## src/rtl/asym_pkg.sv

```systemverilog
// asym_pkg: constant helpers shared by the asymmetric-width FIFO and its RAM
package asym_pkg;
  function automatic int clog2(input int v);
    int r = 0;
    for (int n = 1; n < v; n = n * 2) r++;
    return r;
  endfunction
  function automatic int max_w(input int a, input int b);
    return a > b ? a : b;
  endfunction
  function automatic int min_w(input int a, input int b);
    return a < b ? a : b;
  endfunction
  function automatic int ratio(input int w, input int r);
    return max_w(w, r) / min_w(w, r);
  endfunction
  function automatic int wr_units(input int w, input int r);
    return w / min_w(w, r);
  endfunction
  function automatic int rd_units(input int w, input int r);
    return r / min_w(w, r);
  endfunction
endpackage

```

## src/rtl/asym_fifo_ram.sv

```systemverilog
// asym_fifo_ram: narrow-unit RAM split into RATIO lanes, WIDTHW write port and registered WIDTHR read port
module asym_fifo_ram
  import asym_pkg::*;
#(
  parameter int WIDTHW    = 8,
  parameter int WIDTHR    = 32,
  parameter int DEPTH     = 256,
  parameter int ADDRWIDTH = 8
) (
  input  logic                 clk,
  input  logic                 i_we,
  input  logic [ADDRWIDTH-1:0] i_waddr,
  input  logic [WIDTHW-1:0]    i_wdata,
  input  logic                 i_re,
  input  logic [ADDRWIDTH-1:0] i_raddr,
  output logic [WIDTHR-1:0]    o_rdata
);
  localparam int MINW  = min_w(WIDTHW, WIDTHR);
  localparam int RATIO = ratio(WIDTHW, WIDTHR);
  localparam int WRU   = wr_units(WIDTHW, WIDTHR);
  localparam int RDU   = rd_units(WIDTHW, WIDTHR);
  localparam int LW    = clog2(RATIO);
  localparam int RW    = ADDRWIDTH - LW;
  localparam int ROWS  = DEPTH / RATIO;
  logic [RATIO-1:0]      w_we;
  logic [RATIO*MINW-1:0] w_wd;
  logic [RATIO*MINW-1:0] w_q;
  logic [RW-1:0]         w_wrow;
  logic [RW-1:0]         w_rrow;
  // narrow unit address a lives in lane a%RATIO, row a/RATIO
  assign w_wrow = RW'(i_waddr >> LW);
  assign w_rrow = RW'(i_raddr >> LW);
  if (WRU == RATIO) begin : g_ww
    assign w_we = {RATIO{i_we}};
    assign w_wd = i_wdata;
  end else begin : g_wn
    assign w_we = i_we ? RATIO'(1) << i_waddr[LW-1:0] : '0;
    assign w_wd = {RATIO{i_wdata}};
  end
  for (genvar l = 0; l < RATIO; l++) begin : g_lane
    logic [MINW-1:0] r_mem [ROWS];
    logic [MINW-1:0] r_q;
    always_ff @(posedge clk) begin
      if (w_we[l]) r_mem[w_wrow] <= w_wd[l*MINW +: MINW];
      if (i_re) r_q <= r_mem[w_rrow];
    end
    assign w_q[l*MINW +: MINW] = r_q;
  end
  if (RDU == RATIO) begin : g_rw
    assign o_rdata = w_q;
  end else begin : g_rn
    logic [LW-1:0] r_rsel;
    always_ff @(posedge clk) if (i_re) r_rsel <= i_raddr[LW-1:0];
    assign o_rdata = w_q[r_rsel*MINW +: MINW];
  end
endmodule

```

## src/rtl/asym_width_fifo.sv

```systemverilog
// asym_width_fifo: single-clock FIFO with independent write/read widths, level-based flags
module asym_width_fifo
  import asym_pkg::*;
#(
  parameter int WIDTHW    = 8,
  parameter int WIDTHR    = 32,
  parameter int DEPTH     = 256,
  parameter int ADDRWIDTH = 8
) (
  input  logic                 clk,
  input  logic                 rst,
  input  logic                 wr_en,
  input  logic [WIDTHW-1:0]    wr_data,
  output logic                 full,
  input  logic                 rd_en,
  output logic [WIDTHR-1:0]    rd_data,
  output logic                 rd_valid,
  output logic                 empty,
  output logic [ADDRWIDTH:0]   level,
  output logic                 overflow,
  output logic                 underflow
);
  localparam int WRU = wr_units(WIDTHW, WIDTHR);
  localparam int RDU = rd_units(WIDTHW, WIDTHR);
  logic                 w_wr_acc, w_rd_acc;
  logic [ADDRWIDTH:0]   w_level_next;
  logic [WIDTHR-1:0]    w_ram_q;
  logic [ADDRWIDTH-1:0] r_wr_ptr, r_rd_ptr;
  logic [ADDRWIDTH:0]   r_level;
  logic                 r_full, r_empty, r_rd_valid, r_ovf, r_udf, r_loaded;
  assign w_wr_acc     = wr_en && !r_full;
  assign w_rd_acc     = rd_en && !r_empty;
  assign w_level_next = r_level + (w_wr_acc ? (ADDRWIDTH+1)'(WRU) : '0)
                                - (w_rd_acc ? (ADDRWIDTH+1)'(RDU) : '0);
  always_ff @(posedge clk or posedge rst) begin
    if (rst) begin
      r_wr_ptr   <= '0;
      r_rd_ptr   <= '0;
      r_level    <= '0;
      r_full     <= 1'b0;
      r_empty    <= 1'b1;
      r_rd_valid <= 1'b0;
      r_ovf      <= 1'b0;
      r_udf      <= 1'b0;
      r_loaded   <= 1'b0;
    end else begin
      r_wr_ptr   <= w_wr_acc ? r_wr_ptr + ADDRWIDTH'(WRU) : r_wr_ptr;
      r_rd_ptr   <= w_rd_acc ? r_rd_ptr + ADDRWIDTH'(RDU) : r_rd_ptr;
      r_level    <= w_level_next;
      r_full     <= w_level_next > (ADDRWIDTH+1)'(DEPTH - WRU);
      r_empty    <= w_level_next < (ADDRWIDTH+1)'(RDU);
      r_rd_valid <= w_rd_acc;
      r_ovf      <= wr_en && r_full;
      r_udf      <= rd_en && r_empty;
      r_loaded   <= r_loaded || w_rd_acc;
    end
  end
  asym_fifo_ram #(
    .WIDTHW(WIDTHW), .WIDTHR(WIDTHR), .DEPTH(DEPTH), .ADDRWIDTH(ADDRWIDTH)
  ) u_ram (
    .clk(clk),
    .i_we(w_wr_acc),
    .i_waddr(r_wr_ptr),
    .i_wdata(wr_data),
    .i_re(w_rd_acc),
    .i_raddr(r_rd_ptr),
    .o_rdata(w_ram_q)
  );
  // RAM output is not resettable, so rd_data reads zero until the first pop after reset
  assign rd_data   = r_loaded ? w_ram_q : '0;
  assign full      = r_full;
  assign empty     = r_empty;
  assign level     = r_level;
  assign rd_valid  = r_rd_valid;
  assign overflow  = r_ovf;
  assign underflow = r_udf;
endmodule

```

## config.mk

```make
export PLATFORM = sky130hd
export DESIGN_NAME = asym_width_fifo
export DESIGN_NICKNAME = d
export VERILOG_FILES = /design/src/rtl/asym_pkg.sv /design/src/rtl/asym_fifo_ram.sv /design/src/rtl/asym_width_fifo.sv
export SDC_FILE = /design/constraint.sdc
export NUM_CORES = 2
export LEC_CHECK = 0
export BUFFER_PORTS_ARGS = -buffer_cell sky130_fd_sc_hd__clkbuf_2
export CAP_MARGIN = 20
export CORE_UTILIZATION = 45
export DETAILED_ROUTE_END_ITERATION = 10
export PLACE_DENSITY = 0.58
export REMOVE_ABC_BUFFERS = 1
export SETUP_SLACK_MARGIN = 0.2
export SLEW_MARGIN = 20
export SYNTH_ARGS = -nofsm -noshare
export SYNTH_HDL_FRONTEND = slang
export SYNTH_SLANG_ARGS = --single-unit
export TNS_END_PERCENT = 50
```

## constraint.sdc

```tcl
create_clock -name clk -period 6.9 [get_ports clk]
set_input_delay 0.345 -clock clk [delete_from_list [all_inputs] [get_ports clk]]
set_output_delay 0.345 -clock clk [all_outputs]
set_load 0.01 [all_outputs]
```

Yosys cells after proc, flatten, opt, wreduce, memory -nomap -nowiden
Memories as Yosys holds them, arrays and structs flattened. A register that Yosys moved wholly into a read port is not among the register bits.
Index checks and enable logic that the tools add are counted.
Widths: inputs -> output; s select.

storage, ports and cells
  flip-flop bits (word level) = 31
  logic and storage cells = 39
  bits of input ports = 12
  output and inout port bits = 46
  memories kept = 4
  RAM bits = 2048

memory list
  name                   words  bits a word  read ports  clocked after Yosys merged registers in  wr ports  line                 RTL
  u_ram.g_lane[0].r_mem  64     8            1           1                                        1         asym_fifo_ram.sv:41  logic [MINW-1:0] r_mem [ROWS];
  u_ram.g_lane[1].r_mem  64     8            1           1                                        1         asym_fifo_ram.sv:41
  u_ram.g_lane[2].r_mem  64     8            1           1                                        1         asym_fifo_ram.sv:41
  u_ram.g_lane[3].r_mem  64     8            1           1                                        1         asym_fifo_ram.sv:41

operators by class
  mux-type cells = 12
  $add $sub $neg = 4
  reductions and logical operators = 7
  shift operators = 1
  order comparisons = 2

operators with widths
  operator             number
  $mux 32              1
  $add 9x1->9          1
  $gt 9x8->1 const B   1
  $lt 9x3->1 const B   1
  $mux 1               9
  $sub 9x3->9          1
  $add 8x1->8 const B  1
  $add 8x3->8 const B  1
  $logic_and 1x1->1    4
  $mux 4               1
  $shl 1x2->4 const A  1
  $mux 3               1
  $logic_not 1->1      2
  $logic_or 1x1->1     1

Depth between registers and ports, before layout
  word-level depth = 6
  mapped depth = 12
  gate-level depth less buffers = 11

Cells and area by module
A second synthesis with hierarchy kept.

second synthesis, totals
  cell total of the unflattened synthesis = 3780
  area, all modules = 81613.3 um^2

by module, submodules not included
  module           cells each  instances  sequential area each (um^2)  area an instance (um^2)
  asym_fifo_ram    3627        1          62459.9                      80030.5
  asym_width_fifo  153         1          726.9                        1582.8

Worst setup path before layout
No wires, ideal clock.

  path type = register to register
  start point = register r_empty, in the netlist empty
  end point = register r_full, in the netlist full
  arrival = 3435 ps
  buffers on the path = 1
  library setup time = 127 ps
  cell stages (with the launch flop) = 12
  clock period less this slack = 3562 ps
  data required time = 6773 ps
  path slack = 3338 ps
  path through = dfstp_2 > nor2b_1 > clkbuf_1 > inv_1 > ha_1 > ha_1 > nor2_1 > o31a_1 > o31a_1 > o21ai_0 > a21boi_0 > or2_2

on the way
  cells in the longest elaborated chain, start to end = 5

RTL lines
  item                    line                   RTL
  from (decl)             asym_width_fifo.sv:30  logic r_full, r_empty, r_rd_valid, r_ovf, r_udf, r_loaded;
  from (signal assigned)  asym_width_fifo.sv:51  r_empty <= w_level_next < (ADDRWIDTH+1)'(RDU);
  $logic_not 1->1         asym_width_fifo.sv:32  assign w_rd_acc = rd_en && !r_empty;
  $logic_and 1x1->1       asym_width_fifo.sv:32
  net u_ram.i_re          asym_fifo_ram.sv:14    input logic i_re,
  $mux 3                  asym_width_fifo.sv:34  - (w_rd_acc ? (ADDRWIDTH+1)'(RDU) : '0);
  $sub 9x3->9             asym_width_fifo.sv:34
  $gt 9x8->1              asym_width_fifo.sv:50  r_full <= w_level_next > (ADDRWIDTH+1)'(DEPTH - WRU);
  to (signal assigned)    asym_width_fifo.sv:50
  to (decl)               asym_width_fifo.sv:30

The timed path passes the listed nets, and every way through them passes these cells.
A chain may end at the register's enable or synchronous reset.

==> out/results.txt <==
status: finished clean
GRT Resource Usage Total: 22.0%
row cnt: 155
crit-path most repeated cell: mux4_2
period utilisation layout: 55.6%
Post-DRT Antenna Nets: 0
Vias: 37,600
Worst-Margin Slew: 1.16 ns
Levels on crit path: 5
pwr dens: 390 nW/um^2
CP Launch Point: r_rd_ptr[2]$_DFFE_PP0P_
clock skew: 0.0454 ns
first-pass GRT wire length: 285,000 microns
ratio of cells with drive above 1 in the final layout: 26.9%
CP endpoint: u_ram.g_lane[1].r_q[3]$_DFFE_PP_
Reg2Reg Launch Point: r_rd_ptr[2]$_DFFE_PP0P_
final net count: 3,799
Final Non-Filler Cells: 6,297
CTS root buf: clkbuf_16
CP Capture Type: register
initial antenna violation count: 4
EDFF count, synth: 2,080
worst path cell trace: buf_4 -> mux4_2 -> mux4_2 -> o22ai_1 -> nor2_1
gp weighted congestion: 0.789
Die Ht: 428 microns
total power: 35.5 mW
multi-input combinational cell area: 17,400 sq um
RSZ-0062 raised after global routing: no
post-synthesis cell count: 3,630
Place WS: 2.99 ns
Crit path arrival time: 4.42 ns
FFs w/ async S/R, synth: 1.38%
WHS: 0.0567 ns
Initial Util: 45.5%
DR DRC count: 0
dpl hpwl: 117,000 microns
global route total overflow: 0
Placed Area: 84,600 sq um
Storage cell area: 63,200 sq um
max-slew violations: 0
register area share after synthesis: 77.5%
CTS Buf Count: 210
I/O Buffers: 57
LEAKAGE: 28.1 nW
# IOs: 58
CTS tree: built
drt initial violations: 4,406
Worst VDD drop: 466 uV
Period minus WS final: 3.84 ns
min-delay worst type: in2reg
placed cell count: 5,906
r2r endpoint: u_ram.g_lane[1].r_q[3]$_DFFE_PP_
crit start category: register
Critical-path top delay cell: dfrtp_4
Wirelength per Cell: 31.5 microns
Routed WL: 198,000 microns
Buf/Inv on CP: 1
fmax: 261 MHz
CTS Sinks: 2,109
post-route cell area: 91,200 sq um
Vias/cell: 5.97
Yosys cell types: 45
worst rel slew slack: 22.4%
max incr delay on CP: 1.08 ns
Syn Area/Cell: 22.5 sq um
ys flop type: edfxtp_1
Cell Area, Synth: 81,600 sq um
Die Width: 428 microns
CP Class: reg2reg
largest net degree at the start of global routing: 146
Post-CTS Setup Inserts: 0
CP required: 7.49 ns
R2R cell count: 5
Die Area: 183,000 sq um
Skew-Pair Late Insertion Delay: 0.85 ns
H-tree depth: 4
setup slack, reg-to-reg: 3.06 ns
post-CTS sizing: 0
clk slew on worst S/H paths: 0.06 ns
Area Overhead vs Synth: 11.8%
CP top delay family: multiplexers
Final WS setup: 3.06 ns
CP Max Fanout: 41
area of the core: 179,000 sq um
Filler Cell Count: 14,100
vias in the first global route: 37,700
Longest Clk Path Bufs: 3
MaxCap Viol Count: 0
Yosys reg bits: 2,109
Final Hold Viols: 0
drt first pass iters: 5
Final setup violation count: 0
YS warnings: 0
## kinds of logic (layout without fill, tap and decap cells)
logic type	after synthesis	after routing	share of synthesized area, %
XOR/XNOR	15	15	0.161
other	0	4	0
AO/OA/AOI/OAI	163	163	1.26
AND/OR/NAND/NOR	462	462	2.48
flip-flops	2109	2109	77.5
buffers and inverters	222	530	1.26
multiplexers	643	643	17.1
adder cells (fa/ha/maj)	16	16	0.245
## synth_stat cells, types with 3 or more instances
library cell	count	area [sq um]
o22ai_1	39	244
o21ai_0	27	135
mux2i_1	31	310
a211oi_1	22	165
dfrtp_1	28	701
xor2_1	5	43.8
nand3_1	4	20.0
nand2_1	73	274
nor3b_1	4	30.0
edfxtp_1	2080	62500
nand2b_1	4	25.0
or2_2	7	43.8
or3_1	4	25.0
ha_1	16	200
and3_1	3	18.8
and2_1	42	263
inv_1	15	56.3
mux4_2	601	13500
nor2_1	270	1010
a22oi_1	29	218
nor2b_1	26	163
buf_6	11	124
buf_1	25	93.8
mux2_2	11	124
buf_2	59	295
a21oi_1	29	145
o21a_1	3	22.5
or3b_2	3	26.3
nand3b_1	3	22.5
a31oi_1	5	31.3
nor3_1	15	75.1
clkbuf_1	101	379
buf_4	10	75.1
xnor2_1	10	87.6
## worst min path at each step
stage / from / end / slack (ns) / depth (start not counted)
2_1_floorplan: rst / full$_DFF_PP0_ / 0.42 / 1
3_5_place_dp: rst / underflow$_DFF_PP0_ / 0.45 / 3
5_1_grt: wr_data[3] / u_ram.g_lane[3].r_mem[18][3]$_DFFE_PP_ / 0.05 / 1
6_report: wr_data[3] / u_ram.g_lane[3].r_mem[18][3]$_DFFE_PP_ / 0.06 / 1
4_1_cts: wr_data[3] / u_ram.g_lane[3].r_mem[23][3]$_DFFE_PP_ / 0.03 / 1
3_3_place_gp: rst / level[0]$_DFF_PP0_ / 0.45 / 3
## state kept, by name (all words and copies together), names as in the netlist
register            count
r_wr_ptr                8
u_ram.g_lane.r_mem   2048
empty                   1
r_loaded                1
r_rd_ptr                6
u_ram.g_lane.r_q       32
full                    1
level                   9
rd_valid                1
underflow               1
overflow                1
## layout by cell type (no fill, tap or decap), types with 7 or more instances in the layout
cell / netlist / final
and2_1: 42 / 42
o21ai_0: 27 / 27
nand2_1: 73 / 73
clkinv_2: 0 / 38
nor2_1: 270 / 254
xnor2_1: 10 / 10
a21oi_1: 29 / 29
ha_1: 16 / 16
mux4_2: 601 / 601
nor2b_1: 26 / 24
nor2_2: 0 / 16
clkinv_1: 1 / 42
or2_2: 7 / 7
bufinv_16: 0 / 12
clkbuf_2: 0 / 49
clkbuf_8: 0 / 7
a22oi_1: 29 / 29
edfxtp_1: 2080 / 2080
o22ai_1: 39 / 39
inv_1: 15 / 14
clkbuf_1: 101 / 58
a211oi_1: 22 / 22
buf_4: 10 / 61
dfrtp_1: 28 / 22
mux2i_1: 31 / 31
clkbuf_16: 0 / 214
mux2_2: 11 / 11
buf_12: 0 / 10
nor3_1: 15 / 15
## area by class of cell
cell class / count / share of cell area, %
Sequential cell: 2109 / 69.3
Multi-Input combinational cell: 1299 / 19.1
Clock buffer: 273 / 6.13
Tap cell: 2355 / 3.23
Timing Repair Buffer: 135 / 1.19
Clock inverter: 106 / 0.973
Inverter: 16 / 0.0659
Antenna cell: 4 / 0.0110
## per-stage QoR
step / utilization, % / setup TNS [ns]
2_1_floorplan: - / -551.61
3_3_place_gp: 47.2 / 0
3_5_place_dp: 47.2 / 0
4_1_cts: 50.9 / 0
5_1_grt: 50.9 / 0
6_report: 50.9 / 0
## power breakdown
| group | internal, mW | switching (mW) | total (mW) |
|---|---|---|---|
| clock | 6.13 | 4.78 | 10.9 |
| sequential | 14.4 | 0.492 | 14.9 |
| combinational | 4.45 | 5.28 | 9.73 |
## metal layers
layer / global-route usage [%] / routed length [microns] / vias to the layer above
li1: - / - / 15500
met1: 32.1 / 84700 / 20500
met2: 34.5 / 95400 / 1354
met3: 3.73 / 13400 / 259
met4: 5.79 / 4710 / 2
met5: 0 / 13 / -
## repair_timing
| item | 4_1_cts | 5_1_grt |
|---|---|---|
| hold buffers | 4 | 0 |
| hold endpoints to repair | 75 | 0 |
| endpoints found under the setup margin | 0 | 0 |
(Power assumes the default switching activity.)
